## config.mk

```make
export PLATFORM = sky130hd
export DESIGN_NAME = pkt_timestamp_insert
export DESIGN_NICKNAME = d
export VERILOG_FILES = /design/src/rtl/pkt_timestamp_insert.sv
export SDC_FILE = /design/constraint.sdc
export NUM_CORES = 1
export LEC_CHECK = 0
export ABC_AREA = 1
export BUFFER_PORTS_ARGS = -buffer_cell sky130_fd_sc_hd__buf_2
export CAP_MARGIN = 10
export CELL_PAD_IN_SITES_DETAIL_PLACEMENT = 2
export CELL_PAD_IN_SITES_GLOBAL_PLACEMENT = 2
export CORE_MARGIN = 2
export CORE_UTILIZATION = 43
export DETAILED_ROUTE_END_ITERATION = 6
export GPL_TIMING_DRIVEN = 0
export HOLD_SLACK_MARGIN = 0.02
export PLACE_DENSITY = 0.86
export REMOVE_ABC_BUFFERS = 1
export SLEW_MARGIN = 20
export SYNTH_ARGS = -nofsm -noshare
export SYNTH_HDL_FRONTEND = slang
export SYNTH_SLANG_ARGS = --single-unit
```

## constraint.sdc

```tcl
create_clock -name clk -period 9.4 [get_ports clk]
set_input_delay 0.47 -clock clk [delete_from_list [all_inputs] [get_ports clk]]
set_output_delay 0.47 -clock clk [all_outputs]
set_load 0.1 [all_outputs]
```

## src/rtl/pkt_timestamp_insert.sv

```systemverilog
// Inserts one timestamp module header per packet, just before the first payload word.
// Stale timestamp headers are dropped on the way through.
module pkt_timestamp_insert #(
  parameter int DATA_WIDTH      = 64,
  parameter int CTRL_WIDTH      = DATA_WIDTH/8,
  parameter logic [CTRL_WIDTH-1:0] TIMESTAMP_CTRL = 'hfe,
  parameter int FIFO_DEPTH_BITS = 2
) (
  input  logic                  clk,
  input  logic                  reset,
  input  logic [DATA_WIDTH-1:0] in_data,
  input  logic [CTRL_WIDTH-1:0] in_ctrl,
  input  logic                  in_wr,
  output logic                  in_rdy,
  output logic [DATA_WIDTH-1:0] out_data,
  output logic [CTRL_WIDTH-1:0] out_ctrl,
  output logic                  out_wr,
  input  logic                  out_rdy,
  input  logic                  enable,
  input  logic [63:0]           stamp_counter,
  output logic [31:0]           inserted_cnt
);
  localparam int DEPTH = 1 << FIFO_DEPTH_BITS;
  localparam int CW    = FIFO_DEPTH_BITS + 1;

  typedef struct packed {
    logic [CTRL_WIDTH-1:0] ctrl;
    logic [DATA_WIDTH-1:0] data;
  } word_t;

  typedef enum logic {MODULE_HDRS, IN_PACKET} state_t;

  word_t                      wmem [DEPTH];
  logic [63:0]                tmem [DEPTH];
  logic [FIFO_DEPTH_BITS-1:0] w_wp_q, w_rp_q, t_wp_q, t_rp_q;
  logic [CW-1:0]              w_cnt_q, w_cnt_d;
  logic                       in_rdy_q;
  logic                       wr_in_pkt_q, wr_seen_data_q;
  state_t                     state_q, state_d;
  logic                       ts_en_q, ts_en_d, started_q, started_d;
  logic                       out_wr_q, out_wr_d;
  logic [CTRL_WIDTH-1:0]      out_ctrl_q, out_ctrl_d;
  logic [DATA_WIDTH-1:0]      out_data_q, out_data_d;
  logic [31:0]                cnt_q, cnt_d;
  logic                       push, is_head, w_pop, t_pop, w_empty, en_eff;
  word_t                      head;

  assign push    = in_wr & in_rdy_q;
  assign is_head = push & ~wr_in_pkt_q;
  assign w_empty = (w_cnt_q == '0);
  assign head    = wmem[w_rp_q];
  assign w_cnt_d = w_cnt_q + CW'(push) - CW'(w_pop);

  // Storage only; occupancy and pointers carry the reset state.
  always_ff @(posedge clk) begin
    if (push)    wmem[w_wp_q] <= '{ctrl: in_ctrl, data: in_data};
    if (is_head) tmem[t_wp_q] <= stamp_counter;
  end

  always_ff @(posedge clk) begin
    if (reset) begin
      w_wp_q         <= '0;
      w_rp_q         <= '0;
      t_wp_q         <= '0;
      t_rp_q         <= '0;
      w_cnt_q        <= '0;
      in_rdy_q       <= 1'b1;
      wr_in_pkt_q    <= 1'b0;
      wr_seen_data_q <= 1'b0;
    end else begin
      w_cnt_q  <= w_cnt_d;
      in_rdy_q <= (w_cnt_d < CW'(DEPTH-1));
      if (push)    w_wp_q <= w_wp_q + 1'b1;
      if (w_pop)   w_rp_q <= w_rp_q + 1'b1;
      if (is_head) t_wp_q <= t_wp_q + 1'b1;
      if (t_pop)   t_rp_q <= t_rp_q + 1'b1;
      if (push) begin
        if (!wr_in_pkt_q) wr_in_pkt_q <= 1'b1;
        if (in_ctrl == '0) wr_seen_data_q <= 1'b1;
        else if (wr_seen_data_q) begin
          wr_seen_data_q <= 1'b0;
          wr_in_pkt_q    <= 1'b0;
        end
      end
    end
  end

  // enable is taken live until the packet's first read-side action, then held to EOP.
  always_comb begin
    state_d    = state_q;
    ts_en_d    = ts_en_q;
    started_d  = started_q;
    w_pop      = 1'b0;
    t_pop      = 1'b0;
    out_wr_d   = 1'b0;
    out_ctrl_d = out_ctrl_q;
    out_data_d = out_data_q;
    cnt_d      = cnt_q;
    en_eff     = started_q ? ts_en_q : enable;
    if (!w_empty && out_rdy) begin
      case (state_q)
        MODULE_HDRS: begin
          started_d = 1'b1;
          ts_en_d   = en_eff;
          if (head.ctrl == TIMESTAMP_CTRL) begin
            w_pop = 1'b1;
          end else if (head.ctrl != '0) begin
            w_pop      = 1'b1;
            out_wr_d   = 1'b1;
            out_ctrl_d = head.ctrl;
            out_data_d = head.data;
          end else if (en_eff) begin
            out_wr_d   = 1'b1;
            out_ctrl_d = TIMESTAMP_CTRL;
            out_data_d = DATA_WIDTH'(tmem[t_rp_q]);
            t_pop      = 1'b1;
            cnt_d      = cnt_q + 32'd1;
            state_d    = IN_PACKET;
          end else begin
            w_pop      = 1'b1;
            t_pop      = 1'b1;
            out_wr_d   = 1'b1;
            out_ctrl_d = head.ctrl;
            out_data_d = head.data;
            state_d    = IN_PACKET;
          end
        end
        IN_PACKET: begin
          w_pop      = 1'b1;
          out_wr_d   = 1'b1;
          out_ctrl_d = head.ctrl;
          out_data_d = head.data;
          if (head.ctrl != '0) begin
            state_d   = MODULE_HDRS;
            started_d = 1'b0;
          end
        end
        default: state_d = MODULE_HDRS;
      endcase
    end
  end

  always_ff @(posedge clk) begin
    if (reset) begin
      state_q    <= MODULE_HDRS;
      ts_en_q    <= 1'b0;
      started_q  <= 1'b0;
      out_wr_q   <= 1'b0;
      out_ctrl_q <= '0;
      out_data_q <= '0;
      cnt_q      <= '0;
    end else begin
      state_q    <= state_d;
      ts_en_q    <= ts_en_d;
      started_q  <= started_d;
      out_wr_q   <= out_wr_d;
      out_ctrl_q <= out_ctrl_d;
      out_data_q <= out_data_d;
      cnt_q      <= cnt_d;
    end
  end

  assign in_rdy       = in_rdy_q;
  assign out_wr       = out_wr_q;
  assign out_ctrl     = out_ctrl_q;
  assign out_data     = out_data_q;
  assign inserted_cnt = cnt_q;
endmodule

```

==> results of run 1 <==
## flip-flops by register name, indices dropped and copies added, names as in the netlist, 3 cells and up, named ones only
| name | cells |
|---|---|
| tmem | 256 |
| inserted_cnt | 32 |
| wmem | 288 |
| out_ctrl | 8 |
| out_data | 64 |
| w_cnt_q | 3 |
## routing by layer
| metal | share of wire, % | vias to the layer above |
|---|---|---|
| met5 | 0.15 | - |
| li1 | - | 8619 |
| met3 | 5.5 | 240 |
| met1 | 37 | 10360 |
| met4 | 3.8 | 22 |
| met2 | 54 | 708 |
## where the power goes
part           switching, uW  internal (uW)
Clock                   1260           1650
Combinational           1830            555
Sequential               186           3560
Total                   3280           5770
## worst paths after layout
path            endpoint  slack, ns        start
min reg2reg  out_data[3]       0.48  out_data[3]
max reg2reg       in_rdy       4.13    flip-flop
max               in_rdy       4.13    flip-flop
min          wmem[2][35]       0.06  in_data[35]
## layout make-up
class / instances / area (um2) / area share (%)
flip-flops and latches: 670 / 18870 / 58.83
multi-input cells: 1418 / 7058 / 22.00
repair buffers: 294 / 2417 / 7.536
clock buffers: 113 / 2120 / 6.608
well taps: 837 / 1047 / 3.265
inverters: 63 / 264.0 / 0.8231
clock inverters: 25 / 232.7 / 0.7255
diodes: 27 / 67.56 / 0.2106
## metrics by stage
step / setup WS [ns] / cells / setup TNS [ns] / hold slack (ns) / utilization (%)
after CTS: 4.100 / 3420 / 0 / 0.02971 / 51.87
after detailed placement: 4.328 / 3282 / 0 / 0.4620 / 48.06
after floorplan: 1.614 / 2151 / 0 / 0.4489 / -
final: 4.127 / 3447 / 0 / 0.05523 / 51.98
after global placement: -3.729 / 3234 / -209.78 / 0.4545 / 45.94
after global routing: 3.812 / 3443 / 0 / 0.03604 / 51.96
## critical path, stage by stage, from the launching register on
cell     delay, ns
dfxtp_4       0.72
buf_16        0.34
buf_12        0.27
inv_8         0.17
buf_16        0.31
nand2_1       0.14
nand3_1       0.08
nand2_1       0.15
nand2_1       0.10
nor2_2        0.27
nand3_4       0.61
nand2_1       0.37
inv_1         0.16
ha_1          0.31
inv_1         0.06
ha_1          0.20
fa_1          0.38
xor2_1        0.19
o21ai_0       0.16
inv_1         0.05
## layout by cell type, fill, tap and decap left out, drive strengths merged, types with 18 or more instances in the layout
cell type    n
a21oi      104
a32o        64
buf        294
clkbuf     113
dfxtp      126
diode       27
edfxtp     544
inv         67
nand2      587
nand3      121
nor2       223
o21ai      200
o22ai       64
xor2        18
## kinds of logic (layout without fill, tap and decap cells)
family,count (synthesis),in the layout,synth area share (%)
buffers and inverters,205,495,3.622
AO/OA/AOI/OAI,436,436,10.38
other,0,27,0
adder cells (fa/ha/maj),12,12,0.5881
AND/OR/NAND/NOR,944,944,14.21
flip-flops,670,670,70.35
XOR/XNOR,26,26,0.8496
==> key figures, run 1 <==
Clocking
  – CTS tree: yes
  – Clk Latency, worst-skew pair: 0.63 ns
  – Bufs on Longest Clock Path: 3
  – Clock Root Buffer: clkbuf_16
  – Post-CTS repair timing setup buffer count: 0
  – CTS buffer count: 75
  – Hold-fix buffers, CTS: 0
  – Post_cts resized: 0
  – Clock transition at path regs: 0.07 ns
  – Clock sinks: 670
  – H-tree levels: 3

Logic synthesis
  – Yosys cell types: 34
  – Number of flops mapped to enable cells by yosys: 544
  – Post-Syn Area: 26800 um2
  – Synth warn: 0
  – Most frequent cells after synthesis: nand2_1 (565), edfxtp_1 (544), nor2_1 (220)
  – Synth area leader: edfxtp_1
  – Most common cell in the synthesized netlist: nand2_1
  – Avg Synthesized Cell Area: 11.69 um2
  – Sequential cell area fraction in the yosys report: 70.35%
  – FFs w/ async S/R, synth: 0%
  – Flops & latches, synth: 670
  – Top cells by area, synth: edfxtp_1 (61%), dfxtp_1 (9.4%), nand2_1 (7.9%)
  – Post-Syn Instances: 2293
  – Dominant synthesized flop cell: edfxtp_1
  – Share of the synthesized area in the top cell type: 60.94%

Worst setup path
  – Worst reg2reg path depth: 19
  – Startpoint Class: flip-flop
  – Setup CP Type: reg2reg
  – Crit-path max FO: 86
  – Worst setup EP type: flip-flop
  – Arrival time worst endpoint: 5.77 ns
  – Critical Path RT: 9.90 ns

GRT
  – Met2 usage: 56.28%
  – Vias in the first global route: 22600
  – First-pass GRT wire length: 144300 um
  – Number of antenna violations at the first check in global routing: 37
  – GRT Residual Overflow: 0
  – Largest net degree at the start of global routing: 87
  – Tot GR Track Use: 30.50%
  – Met3 Track Usage GR: 5.715%
  – Peak-usage layer in the global routing report: met2
  – Met1 Usage GRT: 33.95%

STA
  – Final setup viols: 0
  – Final Hold Fails: 0
  – Max Slew Vio Count: 0
  – Slew @ Worst Pin: 1.018 ns
  – Max_slew headroom: 32.10%
  – Final setup skew: 0.03022 ns
  – Max Freq: 189.6 MHz
  – Final period util: 56.10%
  – Final Critical Period: 5.273 ns
  – RSZ-0062 raised after global routing: false

Layout
  – P&R area growth vs syn: 19.67%
  – Fill count: 5959
  – Layout Nets: 2675
  – Layout cells sized above 1: 19.05%
  – Post-route cell area: 32080 um2

Die
  – Io pins: 247
  – Core ar.: 61710 um2
  – Die X-Extent: 253.7 um
  – Starting Density: 43.43%
  – Die area: 64350 um2
  – Die Y: 253.7 um
  – Rows: 91

Route
  – Post-route DRC: 0
  – DR vias/cell: 5.787
  – DR vias: 19950
  – Routed Antenna Nets: 0
  – Drt total wl: 100600 um
  – Initial DRC count: 1364
  – WL/cell: 29.18 um
  – Drt pass-1 iters: 5

Power and ir drop
  – Leakage: 0.01210 uW
  – Pwr Total: 9046 uW
  – Pwr Density: 282.0 nW/um2
  – Max IR drop VDD: 0.2048 mV

Min path
  – Worst min path class: in2reg
  – Hold depth: 1

Placed design
  – Post-DP Area: 29660 um2
  – RePlAce Congestion: 0.8316
  – I/O Buffers: 246
  – Hpwl dp: 59690 um

Job
  – Max_cap viols: 0

Run status
  – Status: complete, no violations
Note: power is estimated with default switching activity, not from simulation.
==> run 2: changes to the inputs <==
CORE_UTILIZATION = 40   (was 43)
PLACE_DENSITY = 0.81   (was 0.86)
clock period = 5.35 ns   (was 9.4 ns; I/O delays follow)
==> run 2 against run 1 <==
  * Clock-buffer cell count fell by 12
  * Worst hold slack improved by 0.11 ns
  * Core utilization fell by 1.3 points
  * Sequential power rose by 75%
  * Via count rose by 1.5%
  * Critical endpoint unchanged
==> key figures, run 2 (synthesis gave the netlist of run 1 again) <==
GRT
  – Met1 Usage GRT: 32.59% (-1.4 points)
  – Met2 usage: 53.32% (-3.0 points)
  – First-pass GRT wire length: 147800 um (+2.4%)
  – Peak-usage layer in the global routing report: met2
  – Number of antenna violations at the first check in global routing: 11 (-70%)
  – GRT Residual Overflow: 0 (unchanged)
  – Largest net degree at the start of global routing: 87 (unchanged)
  – Tot GR Track Use: 28.45% (-2.1 points)
  – Met3 Track Usage GR: 4.001% (-1.7 points)
  – Vias in the first global route: 23010 (+1.8%)

STA
  – RSZ-0062 raised after global routing: false
  – Max_slew headroom: 33.95% (+1.8 points)
  – Final setup skew: 0.03299 ns (+0.002766 ns)
  – Final Critical Period: 4.727 ns (-0.5464 ns)
  – Final Hold Fails: 0 (unchanged)
  – Max Freq: 211.6 MHz (+12%)
  – Max Slew Vio Count: 0 (unchanged)
  – Smallest hold slack: 0.1697 ns (+0.1145 ns)
  – Slew @ Worst Pin: 0.9908 ns (-0.02773 ns)
  – Setup TNS: 0 ns (unchanged)
  – Final setup viols: 0 (unchanged)
  – Final period util: 88.35% (+32 points)
  – Setup slack after layout: 0.6233 ns (-3.504 ns)

Route
  – Drt pass-1 iters: 5 (unchanged)
  – Post-route DRC: 0 (unchanged)
  – DR vias/cell: 5.637 (-2.6%)
  – Routed Antenna Nets: 0 (unchanged)
  – Initial DRC count: 1420 (+4.1%)
  – Drt total wl: 100500 um (about the same)
  – WL/cell: 27.98 um (-4.1%)
  – DR vias: 20250 (+1.5%)

Die
  – Io pins: 247 (unchanged)
  – Rows: 94 (+3.3%)
  – Die area: 69100 um2 (+7.4%)
  – Starting Density: 40.55% (-2.9 points)
  – Core ar.: 66100 um2 (+7.1%)
  – Die Y: 262.9 um (+3.6%)
  – Die X-Extent: 262.9 um (+3.6%)

Worst setup path
  – Cell family with most CP delay: simple AND/OR/NAND/NOR gates
  – Worst path buffer plus inverter count: 6 (-1)
  – Arrival time worst endpoint: 5.23 ns (-0.54 ns)
  – Setup CP Type: reg2reg
  – Crit-path max cell delay: 0.64 ns (-0.08 ns)
  – Startpoint Class: flip-flop
  – Critical path, cell by cell: buf_16 -> inv_8 -> buf_16 -> nand2_1 -> nand3_1 -> nand2_1 -> nand2_1 -> nor2_4 -> nand3_4 -> nand2_1 -> inv_1 -> ha_1 -> inv_1 -> ha_1 -> fa_1 -> xor2_1 -> o21ai_0 -> inv_1
  – Critical Path RT: 5.85 ns (-4.05 ns)
  – Crit-path max FO: 86 (unchanged)
  – Worst reg2reg path depth: 18 (-1)
  – CP most frequent cell: nand2_1
  – WP depth: 18 (-1)
  – Worst path slowest cell: dfxtp_4
  – Worst setup EP type: flip-flop

Layout
  – Layout cells sized above 1: 18.24% (-0.81 points)
  – P&R area growth vs syn: 24.94%
  – Commonest cells after routing, fill and taps aside: nand2_1 (565), edfxtp_1 (544), buf_2 (246)
  – Number of flip-flops in the largest register: 288 (unchanged)
  – Register area: 18870 um2 (unchanged)
  – Multi-input logic area: 7058 um2 (unchanged)
  – Most common cell after layout, fill and taps aside: nand2_1
  – Largest reg by FF count: wmem
  – Finished Layout Cells: 3592 (+4.2%)
  – Layout Nets: 2811 (+5.1%)
  – Fill count: 6387 (+7.2%)

Run status
  – Status: complete, no violations

Clocking
  – CTS tree: yes
  – Clk Latency, worst-skew pair: 0.65 ns (+0.02 ns)
  – Clock sinks: 670 (unchanged)
  – CTS buffer count: 74 (-1.3%)
  – H-tree levels: 3 (unchanged)
  – Bufs on Longest Clock Path: 3 (unchanged)
  – Clock transition at path regs: 0.06 ns (about the same)
  – Post_cts resized: 0 (unchanged)
  – Clock Root Buffer: clkbuf_16

Power and ir drop
  – Pwr Total: 15980 uW (+77%)
  – Max IR drop VDD: 0.3848 mV (+88%)
  – Leakage: 0.01269 uW (+4.9%)
  – Pwr Density: 477.1 nW/um2 (+69%)

Placed design
  – I/O Buffers: 246 (unchanged)
  – RePlAce Congestion: 0.8262 (-0.65%)
  – Inst Count DP: 3310 (+0.85%)
  – Hpwl dp: 58350 um (-2.2%)
  – Pre-CTS setup slack: 0.6772 ns (-3.650 ns)

Min path
  – Worst min path class: in2reg
  – Hold depth: 5 (+4)

Job
  – Max_cap viols: 0 (unchanged)
## run 2: cell count changes in the layout (fill, tap and decap cells not counted), moves of 2 or more
cell | before | now
buf_16 | 33 | 35
clkbuf_1 | 28 | 17
clkinv_1 | 6 | 13
clkinv_16 | 0 | 2
clkinv_2 | 9 | 13
diode_2 | 27 | 9
dlygate4sd3_1 | 0 | 136
inv_6 | 7 | 4
## run 2: worst min-delay path, cell delays in order
cell and delay (ns):
buf_2 0.11, inv_1 0.05, o21a_1 0.14, o21a_1 0.13, nor2_1 0.04
## run 2: final cells by class
class / count / area share, %
clock inverter: 36 / 0.9266
sequential: 670 / 56.35
antenna: 9 / 0.06725
clock buffer: 101 / 6.165
inverter: 63 / 0.7883
tap: 864 / 3.228
multi-input combinational: 1418 / 21.08
timing repair buffer: 431 / 11.40
## run 2: worst paths after layout
kind | slack, ns | to | start
setup / recovery | 0.62 | in_rdy | flip-flop
setup reg to reg | 0.62 | in_rdy | flip-flop
hold reg to reg | 0.47 | out_data[53] | out_data[53]
hold / removal | 0.17 | ts_en_q | enable
## run 2: stage by stage
stage               area, um2  util (%)
global placement        28380     42.94
floorplan               26070         -
CTS                     33470     50.63
finish                  33490     50.66
global route            33490     50.66
detailed placement      29730     44.98
## run 2: what timing repair did
| item | CTS | global route |
|---|---|---|
| hold buffers | 136 | 0 |
| setup buffers | 0 | 0 |
| endpoints found under the hold margin | 544 | 0 |
## run 2: metal layers
metal  vias up  share of wire [%]
met5         -              0.042
met4         6                3.5
met3       221                3.6
met2       548                 54
met1     10620                 39
li1       8856                  -
## run 2: report_power, final
group	internal, uW	switching, uW	total [uW]	leakage [uW]
Clock	2830	2290	5120	0.00116
Sequential	6260	321	6580	0.00599
Combinational	1040	3230	4270	0.00554
==> run 3: changes to the inputs <==
CORE_MARGIN = 3   (was 2)
GPL_ROUTABILITY_DRIVEN = 0   (was default)
==> run 3 against run 2 <==
  * Global-route usage shrank 0.077 points
  * Clock skew increased by 0.0045 ns
  * First-iteration DRC count up 1.1%
  * Total power hardly changed
  * Non-clock buffer count is the same
  * Maximum frequency up 5.8%
  * Design area fell by 0.18%
  * Critical endpoint unchanged
==> key figures, run 3 (synthesis gave the netlist of run 1 again) <==
Die
  – Die X-Extent: 264.9 um (+0.76%)
  – Die Y: 264.9 um (+0.76%)
  – Die area: 70150 um2 (+1.5%)
  – Core ar.: 66100 um2 (unchanged)
  – Io pins: 247 (unchanged)
  – Starting Density: 40.55% (unchanged)
  – Rows: 94 (unchanged)

STA
  – Max Slew Vio Count: 0 (unchanged)
  – RSZ-0062 raised after global routing: false
  – Max_slew headroom: 33.75% (-0.20 points)
  – Slew @ Worst Pin: 0.9937 ns (+0.002939 ns)
  – Final setup viols: 0 (unchanged)
  – Final setup skew: 0.03754 ns (+0.004546 ns)
  – Final Hold Fails: 0 (unchanged)
  – Max Freq: 223.9 MHz (+5.8%)
  – Final Critical Period: 4.466 ns (-0.2606 ns)
  – Setup TNS: 0 ns (unchanged)
  – Final period util: 83.48% (-4.9 points)

Layout
  – Layout cells sized above 1: 18.17% (-0.077 points)
  – Commonest cells after routing, fill and taps aside: nand2_1 (565), edfxtp_1 (544), buf_2 (246)
  – Fill count: 6405 (+0.28%)
  – Most common cell after layout, fill and taps aside: nand2_1
  – Layout Nets: 2810 (-0.036%)
  – P&R area growth vs syn: 24.71%
  – Number of flip-flops in the largest register: 288 (unchanged)
  – Largest reg by FF count: wmem

Min path
  – Hold depth: 5 (unchanged)
  – Hold worst-path end: ts_en_q
  – Worst min path class: in2reg
  – Worst Min Path Start: enable

Worst setup path
  – Crit-path max FO: 59 (-31%)
  – Arrival time worst endpoint: 4.96 ns (-0.27 ns)
  – Worst setup EP type: flip-flop
  – Startpoint Class: flip-flop
  – Critical Path RT: 5.84 ns (about the same)
  – Reg2reg end: in_rdy
  – Flop-to-flop setup slack: 0.88 ns (+0.26 ns)
  – Setup CP Type: reg2reg
  – Worst reg2reg path depth: 18 (unchanged)

GRT
  – Largest net degree at the start of global routing: 87 (unchanged)
  – First-pass GRT wire length: 149300 um (+1.0%)
  – GRT Residual Overflow: 0 (unchanged)
  – Tot GR Track Use: 28.37% (-0.077 points)
  – Number of antenna violations at the first check in global routing: 15 (+4)
  – Vias in the first global route: 23260 (+1.1%)

Clocking
  – Bufs on Longest Clock Path: 3 (unchanged)
  – Post_cts resized: 0 (unchanged)
  – Hold-fix buffers, CTS: 136 (unchanged)
  – CTS tree: yes
  – Clk Latency, worst-skew pair: 0.63 ns (-0.02 ns)
  – Clock Root Buffer: clkbuf_16
  – Clock transition at path regs: 0.06 ns (about the same)
  – Post-CTS repair timing setup buffer count: 0 (unchanged)
  – CTS buffer count: 73 (-1.4%)
  – H-tree levels: 3 (unchanged)
  – Clock sinks: 670 (unchanged)

Placed design
  – Hpwl dp: 59090 um (+1.3%)
  – I/O Buffers: 246 (unchanged)

Power and ir drop
  – Leakage: 0.01267 uW (-0.17%)
  – Pwr Density: 477.9 nW/um2 (+0.17%)
  – Max IR drop VDD: 0.3746 mV (-2.6%)
  – Pwr Total: 15980 uW (about the same)

Route
  – Drt total wl: 101000 um (+0.44%)
  – Drt pass-1 iters: 6 (+1)
  – Post-route DRC: 0 (unchanged)
  – DR vias/cell: 5.612 (-0.45%)
  – WL/cell: 28.09 um (+0.38%)
  – Initial DRC count: 1435 (+1.1%)
  – Routed Antenna Nets: 0 (unchanged)
  – DR vias: 20170 (-0.39%)

Run status
  – Status: complete, no violations

Job
  – Max_cap viols: 0 (unchanged)
-- run 3: cell count changes in the layout (fill, tap and decap cells not counted), sizes merged --
cell / previous run / this run
clkinv: 30 / 21
clkbuf: 101 / 106
clkinvlp: 2 / 0
diode: 9 / 16
inv: 65 / 64
bufinv: 2 / 4
-- run 3: layout make-up --
class                           instances  area [um2]  share of cell area, %
Antenna cell                           16       40.04                 0.1198
Clock buffer                          106        2125                  6.356
Clock inverter                         26       237.7                 0.7112
Inverter                               63       261.5                 0.7823
Multi-Input combinational cell       1418        7058                  21.11
Sequential cell                       670       18870                  56.45
Tap cell                              864        1081                  3.234
Timing Repair Buffer                  431        3755                  11.23
-- run 3: layer usage --
metal	share of wire [%]	global-route usage [%]	wire length [um]
met5	0.0099	0	10
met4	3.6	11.65	3671
met3	5.2	5.198	5250
met2	53	52.42	53560
met1	38	32.31	38470
-- run 3: worst max-delay path by stage --
| stage | to | cells after the start |
|---|---|---|
| floorplan | in_rdy | 16 |
| detailed placement | in_rdy | 18 |
| global route | in_rdy | 18 |
| finish | in_rdy | 18 |
| global placement | in_rdy | 16 |
| CTS | in_rdy | 18 |
-- run 3: per-stage QoR --
step,setup WS [ns],area [um2],instances,hold WS (ns),util (%)
after floorplan,-2.436,26070,2151,0.3366,-
after global placement,-7.879,28380,3261,0.4546,42.94
after detailed placement,0.8758,29660,3310,0.4664,44.88
after CTS,0.8433,33390,3578,0.1599,50.51
after global routing,0.4500,33410,3589,0.1863,50.55
final,0.8839,33430,3594,0.1904,50.57
-- run 3: worst max-delay path, cell delays in order (launching register included) --
cell     delay (ns)
dfxtp_4        0.67
buf_16         0.32
buf_16         0.28
inv_8          0.19
nand2_1        0.19
nand3_1        0.14
nand2_1        0.13
nand2_1        0.10
nor2_4         0.17
nand3_4        0.43
nand2_1        0.24
inv_1          0.10
ha_1           0.28
inv_1          0.04
ha_1           0.19
fa_1           0.38
xor2_1         0.18
o21ai_0        0.17
inv_1          0.05
-- run 3: power breakdown --
part / internal (uW) / switching, uW / leakage (uW) / total [uW]
logic: 1030 / 3230 / 0.00552 / 4260
registers: 6260 / 319 / 0.00599 / 6580
clock network: 2950 / 2180 / 0.00116 / 5140
